## config.mk

```make
export PLATFORM = sky130hd
export DESIGN_NAME = hilo_muldiv_unit_flat
export DESIGN_NICKNAME = d
export VERILOG_FILES = /design/src/rtl/muldiv_pkg.sv /design/src/rtl/hilo_muldiv_unit_if.sv /design/src/rtl/muldiv_step.sv /design/src/rtl/hilo_muldiv_unit.sv /design/src/flat_wrapper.sv
export SDC_FILE = /design/constraint.sdc
export NUM_CORES = 1
export LEC_CHECK = 0
export ABC_AREA = 1
export CORE_ASPECT_RATIO = 2
export CORE_UTILIZATION = 61
export CTS_CLUSTER_DIAMETER = 120
export DETAILED_ROUTE_END_ITERATION = 8
export GPL_TIMING_DRIVEN = 0
export PLACE_DENSITY = 0.89
export SLEW_MARGIN = 20
export SYNTH_ARGS = -nofsm -noshare
export SYNTH_HDL_FRONTEND = slang
export SYNTH_SLANG_ARGS = --single-unit
```

## constraint.sdc

```tcl
create_clock -name clk -period 6 [get_ports clk]
set_input_delay 0.9 -clock clk [delete_from_list [all_inputs] [get_ports clk]]
set_output_delay 0.9 -clock clk [all_outputs]
set_load 0.01 [all_outputs]
```

## src/rtl/muldiv_pkg.sv

```systemverilog
// Shared constants and types for the HI/LO multiply/divide unit.
package muldiv_pkg;
  localparam int MD_WIDTH = 32;
  localparam int ITER_LAST = MD_WIDTH - 1;
  localparam logic [MD_WIDTH-1:0] DIV0_LO = '1;

  typedef enum logic [2:0] {
    OP_MULTU = 3'b000,
    OP_MULT  = 3'b001,
    OP_DIVU  = 3'b010,
    OP_DIV   = 3'b011,
    OP_MTHI  = 3'b100,
    OP_MTLO  = 3'b101
  } md_op_e;

  typedef enum logic [2:0] {S_IDLE, S_PREP, S_RUN, S_FIX, S_DONE} md_state_e;
endpackage

```

## src/rtl/hilo_muldiv_unit_if.sv

```systemverilog
// Request/response bundle between EX and the HI/LO multiply/divide unit.
interface hilo_muldiv_unit_if #(parameter int WIDTH = 32);
  logic             md_start;
  logic [2:0]       md_op;
  logic [WIDTH-1:0] md_a;
  logic [WIDTH-1:0] md_b;
  logic             md_busy;
  logic             md_done;
  logic [WIDTH-1:0] hi_data;
  logic [WIDTH-1:0] lo_data;

  modport master (output md_start, md_op, md_a, md_b,
                  input  md_busy, md_done, hi_data, lo_data);
  modport slave  (input  md_start, md_op, md_a, md_b,
                  output md_busy, md_done, hi_data, lo_data);
endinterface

```

## src/rtl/muldiv_step.sv

```systemverilog
// One iteration of the datapath: shift-add multiply or restoring divide.
module muldiv_step #(parameter int WIDTH = 32) (
  input  logic               is_div,
  input  logic [2*WIDTH-1:0] acc,
  input  logic [WIDTH-1:0]   opnd,
  output logic [2*WIDTH-1:0] acc_nxt
);
  logic [WIDTH:0] sum, top, diff;

  always_comb begin
    sum  = {1'b0, acc[2*WIDTH-1:WIDTH]} + (acc[0] ? {1'b0, opnd} : '0);
    // Remainder shifted left with the next dividend bit; borrow means restore.
    top  = acc[2*WIDTH-1:WIDTH-1];
    diff = top - {1'b0, opnd};
    if (is_div)
      acc_nxt = diff[WIDTH] ? {top[WIDTH-1:0], acc[WIDTH-2:0], 1'b0}
                            : {diff[WIDTH-1:0], acc[WIDTH-2:0], 1'b1};
    else
      acc_nxt = {sum, acc[WIDTH-1:1]};
  end
endmodule

```

## src/rtl/hilo_muldiv_unit.sv

```systemverilog
// HI/LO owner with a fixed 35-cycle multiply/divide FSM.
// Signed MULT/DIV semantics are enabled by defining SIGNED_MULDIV_EN.
module hilo_muldiv_unit
  import muldiv_pkg::*;
#(parameter int WIDTH = MD_WIDTH) (
  input  logic clk,
  input  logic rst,
  hilo_muldiv_unit_if.slave md
);
  localparam int CW = $clog2(WIDTH);

  md_state_e          state, state_nxt;
  logic [CW-1:0]      cnt;
  logic               op_div;
  logic [WIDTH-1:0]   a_raw, b_raw, opnd, a_abs, b_abs, hi, lo;
  logic [2*WIDTH-1:0] acc, acc_nxt, fixed;
  logic               go, div0;

  assign go   = md.md_start && !md.md_op[2];
  assign div0 = op_div && (b_raw == '0);

  always_ff @(posedge clk) begin
    if (rst) state <= S_IDLE;
    else     state <= state_nxt;
  end

  always_comb begin
    state_nxt = state;
    unique case (state)
      S_IDLE:  if (go) state_nxt = S_PREP;
      S_PREP:  state_nxt = S_RUN;
      S_RUN:   if (cnt == CW'(ITER_LAST)) state_nxt = S_FIX;
      S_FIX:   state_nxt = S_DONE;
      S_DONE:  state_nxt = S_IDLE;
      default: state_nxt = S_IDLE;
    endcase
  end

`ifdef SIGNED_MULDIV_EN
  logic op_sgn, neg_q, neg_r;

  always_ff @(posedge clk) begin
    if (rst) begin
      op_sgn <= 1'b0;
      neg_q  <= 1'b0;
      neg_r  <= 1'b0;
    end else if (state == S_IDLE && go) begin
      op_sgn <= md.md_op[0];
    end else if (state == S_PREP) begin
      neg_q <= op_sgn && (a_raw[WIDTH-1] ^ b_raw[WIDTH-1]);
      neg_r <= op_sgn && a_raw[WIDTH-1];
    end
  end

  always_comb begin
    a_abs = (op_sgn && a_raw[WIDTH-1]) ? -a_raw : a_raw;
    b_abs = (op_sgn && b_raw[WIDTH-1]) ? -b_raw : b_raw;
    fixed = acc;
    if (!op_div && neg_q) fixed = -acc;
    if (op_div && neg_q)  fixed[WIDTH-1:0] = -acc[WIDTH-1:0];
    if (op_div && neg_r)  fixed[2*WIDTH-1:WIDTH] = -acc[2*WIDTH-1:WIDTH];
  end
`else
  assign a_abs = a_raw;
  assign b_abs = b_raw;
  assign fixed = acc;
`endif

  muldiv_step #(.WIDTH(WIDTH)) u_step (
    .is_div (op_div),
    .acc    (acc),
    .opnd   (opnd),
    .acc_nxt(acc_nxt)
  );

  always_ff @(posedge clk) begin
    if (rst) begin
      cnt    <= '0;
      op_div <= 1'b0;
      a_raw  <= '0;
      b_raw  <= '0;
      acc    <= '0;
      opnd   <= '0;
    end else begin
      unique case (state)
        S_IDLE: if (go) begin
          a_raw  <= md.md_a;
          b_raw  <= md.md_b;
          op_div <= md.md_op[1];
        end
        S_PREP: begin
          acc  <= {{WIDTH{1'b0}}, a_abs};
          opnd <= b_abs;
          cnt  <= '0;
        end
        S_RUN: begin
          acc <= acc_nxt;
          cnt <= cnt + 1'b1;
        end
        default: ;
      endcase
    end
  end

  // Divide by zero reports the caller's raw dividend, not its magnitude.
  always_ff @(posedge clk) begin
    if (rst) begin
      hi <= '0;
      lo <= '0;
    end else if (state == S_IDLE && md.md_start && md.md_op == OP_MTHI) begin
      hi <= md.md_a;
    end else if (state == S_IDLE && md.md_start && md.md_op == OP_MTLO) begin
      lo <= md.md_a;
    end else if (state == S_FIX) begin
      hi <= div0 ? a_raw : fixed[2*WIDTH-1:WIDTH];
      lo <= div0 ? DIV0_LO : fixed[WIDTH-1:0];
    end
  end

  assign md.md_busy = (state == S_PREP) || (state == S_RUN) || (state == S_FIX);
  assign md.md_done = (state == S_DONE);
  assign md.hi_data = hi;
  assign md.lo_data = lo;
endmodule
```

## src/flat_wrapper.sv

```systemverilog
// flat-port wrapper written by rule: the top's interface ports become plain ports
module hilo_muldiv_unit_flat import muldiv_pkg::*;
#(parameter int WIDTH = MD_WIDTH)
  (clk, rst, md_md_start, md_md_op, md_md_a, md_md_b, md_md_busy, md_md_done, md_hi_data, md_lo_data);
  hilo_muldiv_unit_if #(.WIDTH(WIDTH)) md_i ();
  input  logic clk;
  input  logic rst;
  input wire logic [$bits(md_i.md_start)-1:0] md_md_start;
  input wire logic [$bits(md_i.md_op)-1:0] md_md_op;
  input wire logic [$bits(md_i.md_a)-1:0] md_md_a;
  input wire logic [$bits(md_i.md_b)-1:0] md_md_b;
  output wire logic [$bits(md_i.md_busy)-1:0] md_md_busy;
  output wire logic [$bits(md_i.md_done)-1:0] md_md_done;
  output wire logic [$bits(md_i.hi_data)-1:0] md_hi_data;
  output wire logic [$bits(md_i.lo_data)-1:0] md_lo_data;
  assign md_i.md_start = md_md_start;
  assign md_i.md_op = md_md_op;
  assign md_i.md_a = md_md_a;
  assign md_i.md_b = md_md_b;
  assign md_md_busy = md_i.md_busy;
  assign md_md_done = md_i.md_done;
  assign md_hi_data = md_i.hi_data;
  assign md_lo_data = md_i.lo_data;
  hilo_muldiv_unit #(.WIDTH(WIDTH)) u_core (.clk(clk), .rst(rst), .md(md_i));
endmodule
```

After elaboration in Yosys (flattened, before gate mapping). Cells that the tools add are included.

Add/subtract/negate cells: 3. Equal/unequal tests: 10. Multiplexer cells: 15. Bitwise gates (word level): 1. Reductions and logical operators: 17.

Operators with widths (number): 2-to-1 mux 32 bit (8); 2-to-1 mux 64 bit (2); case mux 64 bit (2 select lines) (1); adder 32 x 33 -> 33 bit (1); subtractor 33 x 32 -> 33 bit (1); logical NOT 32 bit (1); case mux 3 bit (4 select lines) (1); case mux 5 bit (2 select lines) (1); equality test 3 bit (second input constant) (3); AND reduction 2 bit (4); equality test 3 x 2 -> 1 bit (second input constant) (2); 2-to-1 mux 3 bit (2); != test 2 x 1 -> 1 bit (second input constant) (3); nonzero test 2 bit (3); adder 5 x 1 -> 5 bit (second input constant) (1); equality test 5 bit (second input constant) (1); logical AND 1 bit (5); equality test 3 x 1 -> 1 bit (second input constant) (1); logical NOT 3 bit (1); logical OR 1 bit (2); logical NOT 1 bit (1); inverter 1 bit (1).

Bits in registers: 233. Bits of input ports: 70. Word-level logic and storage cells: 55.

Logic depth before layout (Yosys ltp).
Depth in word-level cells: 6. Mapped depth: 21. Depth with buffers taken out: 19.

By module. Synthesis repeated with hierarchy kept, for this count alone.

Cell total of the unflattened synthesis: 2672. Area total of the unflattened synthesis: 16363.2 um^2.

Modules (own cells, without submodules): hilo_muldiv_unit (instances 1, cells each 1374, area each 10005.8 um^2); muldiv_step (instances 1, cells each 1298, area each 6357.3 um^2).

Worst setup path after synthesis. No wires, ideal clock.

Path kind: register to register. From: reg u_core.acc[0]. To: reg u_core.acc[63]. Library setup time: 0.067 ns. Arrival time: 2.580 ns. Required time: 5.933 ns. Setup slack: 3.352 ns. Cell stages (with the launch flop): 19. Period minus slack after synthesis: 2.648 ns. Cell sequence: dfxtp_1 -> clkbuf_1 -> clkbuf_1 -> nand2_1 -> inv_1 -> ha_1 -> inv_1 -> fa_1 -> o21ai_0 -> nand2_1 -> nand2_1 -> nand3_1 -> nand3_1 -> nand2_1 -> nand3_1 -> nand2_1 -> inv_1 -> nand2_1 -> a21oi_2.

Longest elaborated chain between the ends: 4.

Ends and longest elaborated chain: from (decl) (line hilo_muldiv_unit.sv:16) `logic [2*WIDTH-1:0] acc, acc_nxt, fixed;`; from (signal assigned) (line hilo_muldiv_unit.sv:92) `acc <= {{WIDTH{1'b0}}, a_abs};`; from (signal assigned) (line hilo_muldiv_unit.sv:97) `acc <= acc_nxt;`; 2-to-1 mux 32 bit (line muldiv_step.sv:11) `sum = {1'b0, acc[2*WIDTH-1:WIDTH]} + (acc[0] ? {1'b0, opnd} : '0);`; adder 32 x 33 -> 33 bit (line muldiv_step.sv:11); 2-to-1 mux 64 bit (line muldiv_step.sv:15) `if (is_div)`; case mux 64 bit (2 select lines) (line hilo_muldiv_unit.sv:85) `unique case (state)`.

Every way passes these cells. A chain may end at the register's enable or synchronous reset.

Final worst setup path. Same ends and word-level chain as after synthesis.

==> impl_metrics.tcl <==
set metrics [dict create \
    hold_viol 0 \
    final_common_cell "nand2_1" \
    clk_path_buf_depth 3 \
    grt_usage 0.519 \
    yosys_warnings 0 \
    drt_first_iter_violations 1967 \
    synthTopCellsByArea "dfxtp_1 (31%), nand2_1 (17%), inv_1 (8.5%), o21ai_0 (8.5%), a21oi_1 (7.1%)" \
    post-cts-setup-buffers 0 \
    period_share 0.766 \
    cts_tree "done" \
    clock_latency_ns 0.54 \
    crit_family "buffers and inverters" \
    p_leak_nw 7.61 \
    powerDensity_nw_per_um2 328 \
    grt_remaining_overflow 0 \
    worstPathCellList "clkbuf_1, clkbuf_1, nand2_1, inv_1, ha_1, inv_1, fa_1, o21ai_0, nand2_1, nand2_1, nand3_1, nand3_1, nand2_1, nand3_1, nand2_1, inv_1, nand2_1, a21oi_2" \
    avgRoutedWirePerCell_um 22.2 \
    antenna_found_initial 2 \
    yosys.area.top_type_share 0.307 \
    drv_slew 0 \
    setup-violations-final 0 \
    synth_area_um2 15200 \
    drc 0 \
    area_delta_synth_final_pct 16.2 \
    port_buffers 134 \
    synthArstFlopShare 0 \
    mostFrequentLayoutCells "nand2_1 (703), inv_1 (346), o21ai_0 (257)" \
    max_stage_delay_ns 0.74 \
    peakVddDrop_mv 0.272 \
    layout-drive-gt1-share 0.0364 \
    cts_sinks 233 \
    rsz0062_at_grt "no" \
    via_count 18500 \
    ant_nets 0 \
    cts-buffers-inserted 20 \
    cp-end-kind "register" \
    start_util 0.623 \
    cts_hold_buf 0 \
    drv_cap 0 \
    die_y_um 225 \
    finalNonFillerCells 2968 \
    cts.repair.resized 0 \
    synth_edf_count 0 \
    grt_max_degree 19 \
    slowest_stage "clkbuf_1" \
    outcome "finished clean" \
    worst_slew_pin_slew_ns 1.36 \
    syn_inst 2466 \
    cp_num_buf_inv 5 \
    die_x_um 114 \
    synth_nets 2604 \
    finalClockSkew_ns 0.0238 \
    rows 81 \
    period_minus_slack_ns 4.60 \
    yosysSeqAreaShare 0.307 \
    path_clk_slew_ns 0.08 \
    dr.pass1.iters 8 \
    cts_max_level 1 \
    crit_type "reg -> reg" \
    cpMostUsedCell "nand2_1" \
    io_pins 136 \
    grt_pass1_wl_mm 99.9 \
    fin_setup_tns_ns 0 \
    grt_pass1_vias 18400 \
    diodes 0 \
    slew_headroom 0.0830 \
    min_path_type "reg -> reg" \
    dp.cells 2932 \
    path_max_fanout 10 \
    die_area_um2 25600 \
    nets 2760 \
    core-area_um2 24400 \
    syn_area_per_cell_um2 6.17 \
    cp_data_required_time_ns 6.46 \
    wl_mm 66.0 \
    dp_hpwl_mm 50.3 \
    synth_seq_cells 233 \
    synth_ff_type "dfxtp_1" \
    worstPathArrival_ns 5.06 \
    yosys.area.top_type "dfxtp_1" \
    gp_congestion 1.09 \
    clockRootBuffer "clkbuf_16" \
    fmax_mhz 218 \
    critPathLaunchType "register" \
    synth_cell_types 43 \
    via_per_inst 6.23 \
]
-- per-layer routing --
layer,track usage,share of wire
met5,0,0
met4,0.581,0.13
met3,0.172,0.11
met2,0.870,0.47
met1,0.455,0.29
-- area by class of cell --
type                    count  area, µm²
flip-flops and latches    233       4660
inverters                 349       1310
fillers                  2042       6740
clock buffers              23        542
clock inverters            13        169
repair buffers            134       1340
well taps                 332        415
plain buffers             121        514
multi-input cells        1763       8720
-- report_power, final --
group / internal (mW) / switching (mW) / leakage, nW
registers: 1.71 / 0.169 / 1.90
clock network: 0.787 / 0.638 / 0.338
logic: 0.723 / 1.78 / 5.38
-- cell usage after synthesis (10+ instances only) --
| cell | instances |
|---|---|
| a21oi_1 | 216 |
| a31oi_1 | 63 |
| clkbuf_1 | 93 |
| dfxtp_1 | 233 |
| ha_1 | 66 |
| inv_1 | 346 |
| nand2_1 | 703 |
| nand2_2 | 10 |
| nand3_1 | 176 |
| nand3b_1 | 12 |
| nand4_1 | 18 |
| nor2_1 | 126 |
| nor3_1 | 15 |
| o21ai_0 | 259 |
| o22ai_1 | 33 |
-- path summary, 6_finish.rpt --
path                          from  depth (start not counted)                to  slack, ns
hold reg to reg   u_core.a_abs[17]                          2  u_core.a_abs[17]       0.47
setup / recovery     u_core.acc[0]                         18    u_core.acc[63]       1.40
hold / removal    u_core.a_abs[17]                          2  u_core.a_abs[17]       0.47
setup reg to reg     u_core.acc[0]                         18    u_core.acc[63]       1.40
-- metrics by stage --
step	power (mW)	cell area, µm²	worst slack, ns	util	hold WS [ns]
after floorplan	3.32	15200	3.35	-	0.436
after global placement	4.13	17000	1.96	0.695	0.450
after detailed placement	4.18	17000	1.96	0.695	0.457
after CTS	5.58	17700	1.90	0.724	0.467
after global routing	6.02	17700	1.14	0.724	0.492
final	5.80	17700	1.40	0.724	0.473
-- registers in the layout (all words and copies together), names as in the netlist --
signal and flops:
u_core.md.lo_data 32, u_core.md.hi_data 32, u_core.acc 64, u_core.opnd 32
u_core.a_abs 32, u_core.b_abs 32, u_core.state 3, u_core.cnt 5
u_core.op_div 1
-- cells by family (layout without fill, tap and decap cells) --
kind of cell             count (synthesis)  count (layout)  synth area share
AO/OA/AOI/OAI                          593             593             0.207
XOR/XNOR                                10              10           0.00576
adder cells (fa/ha/maj)                 68              68            0.0569
buffers and inverters                  470             640             0.120
flip-flops                             233             233             0.307
AND/OR/NAND/NOR                       1092            1092             0.303
-- worst min-delay path, cell delays in order, from the launching register on --
cell,delay (ns)
dfxtp_1,0.31
inv_1,0.06
a21oi_1,0.05
Power figures use the tool's default switching activity.
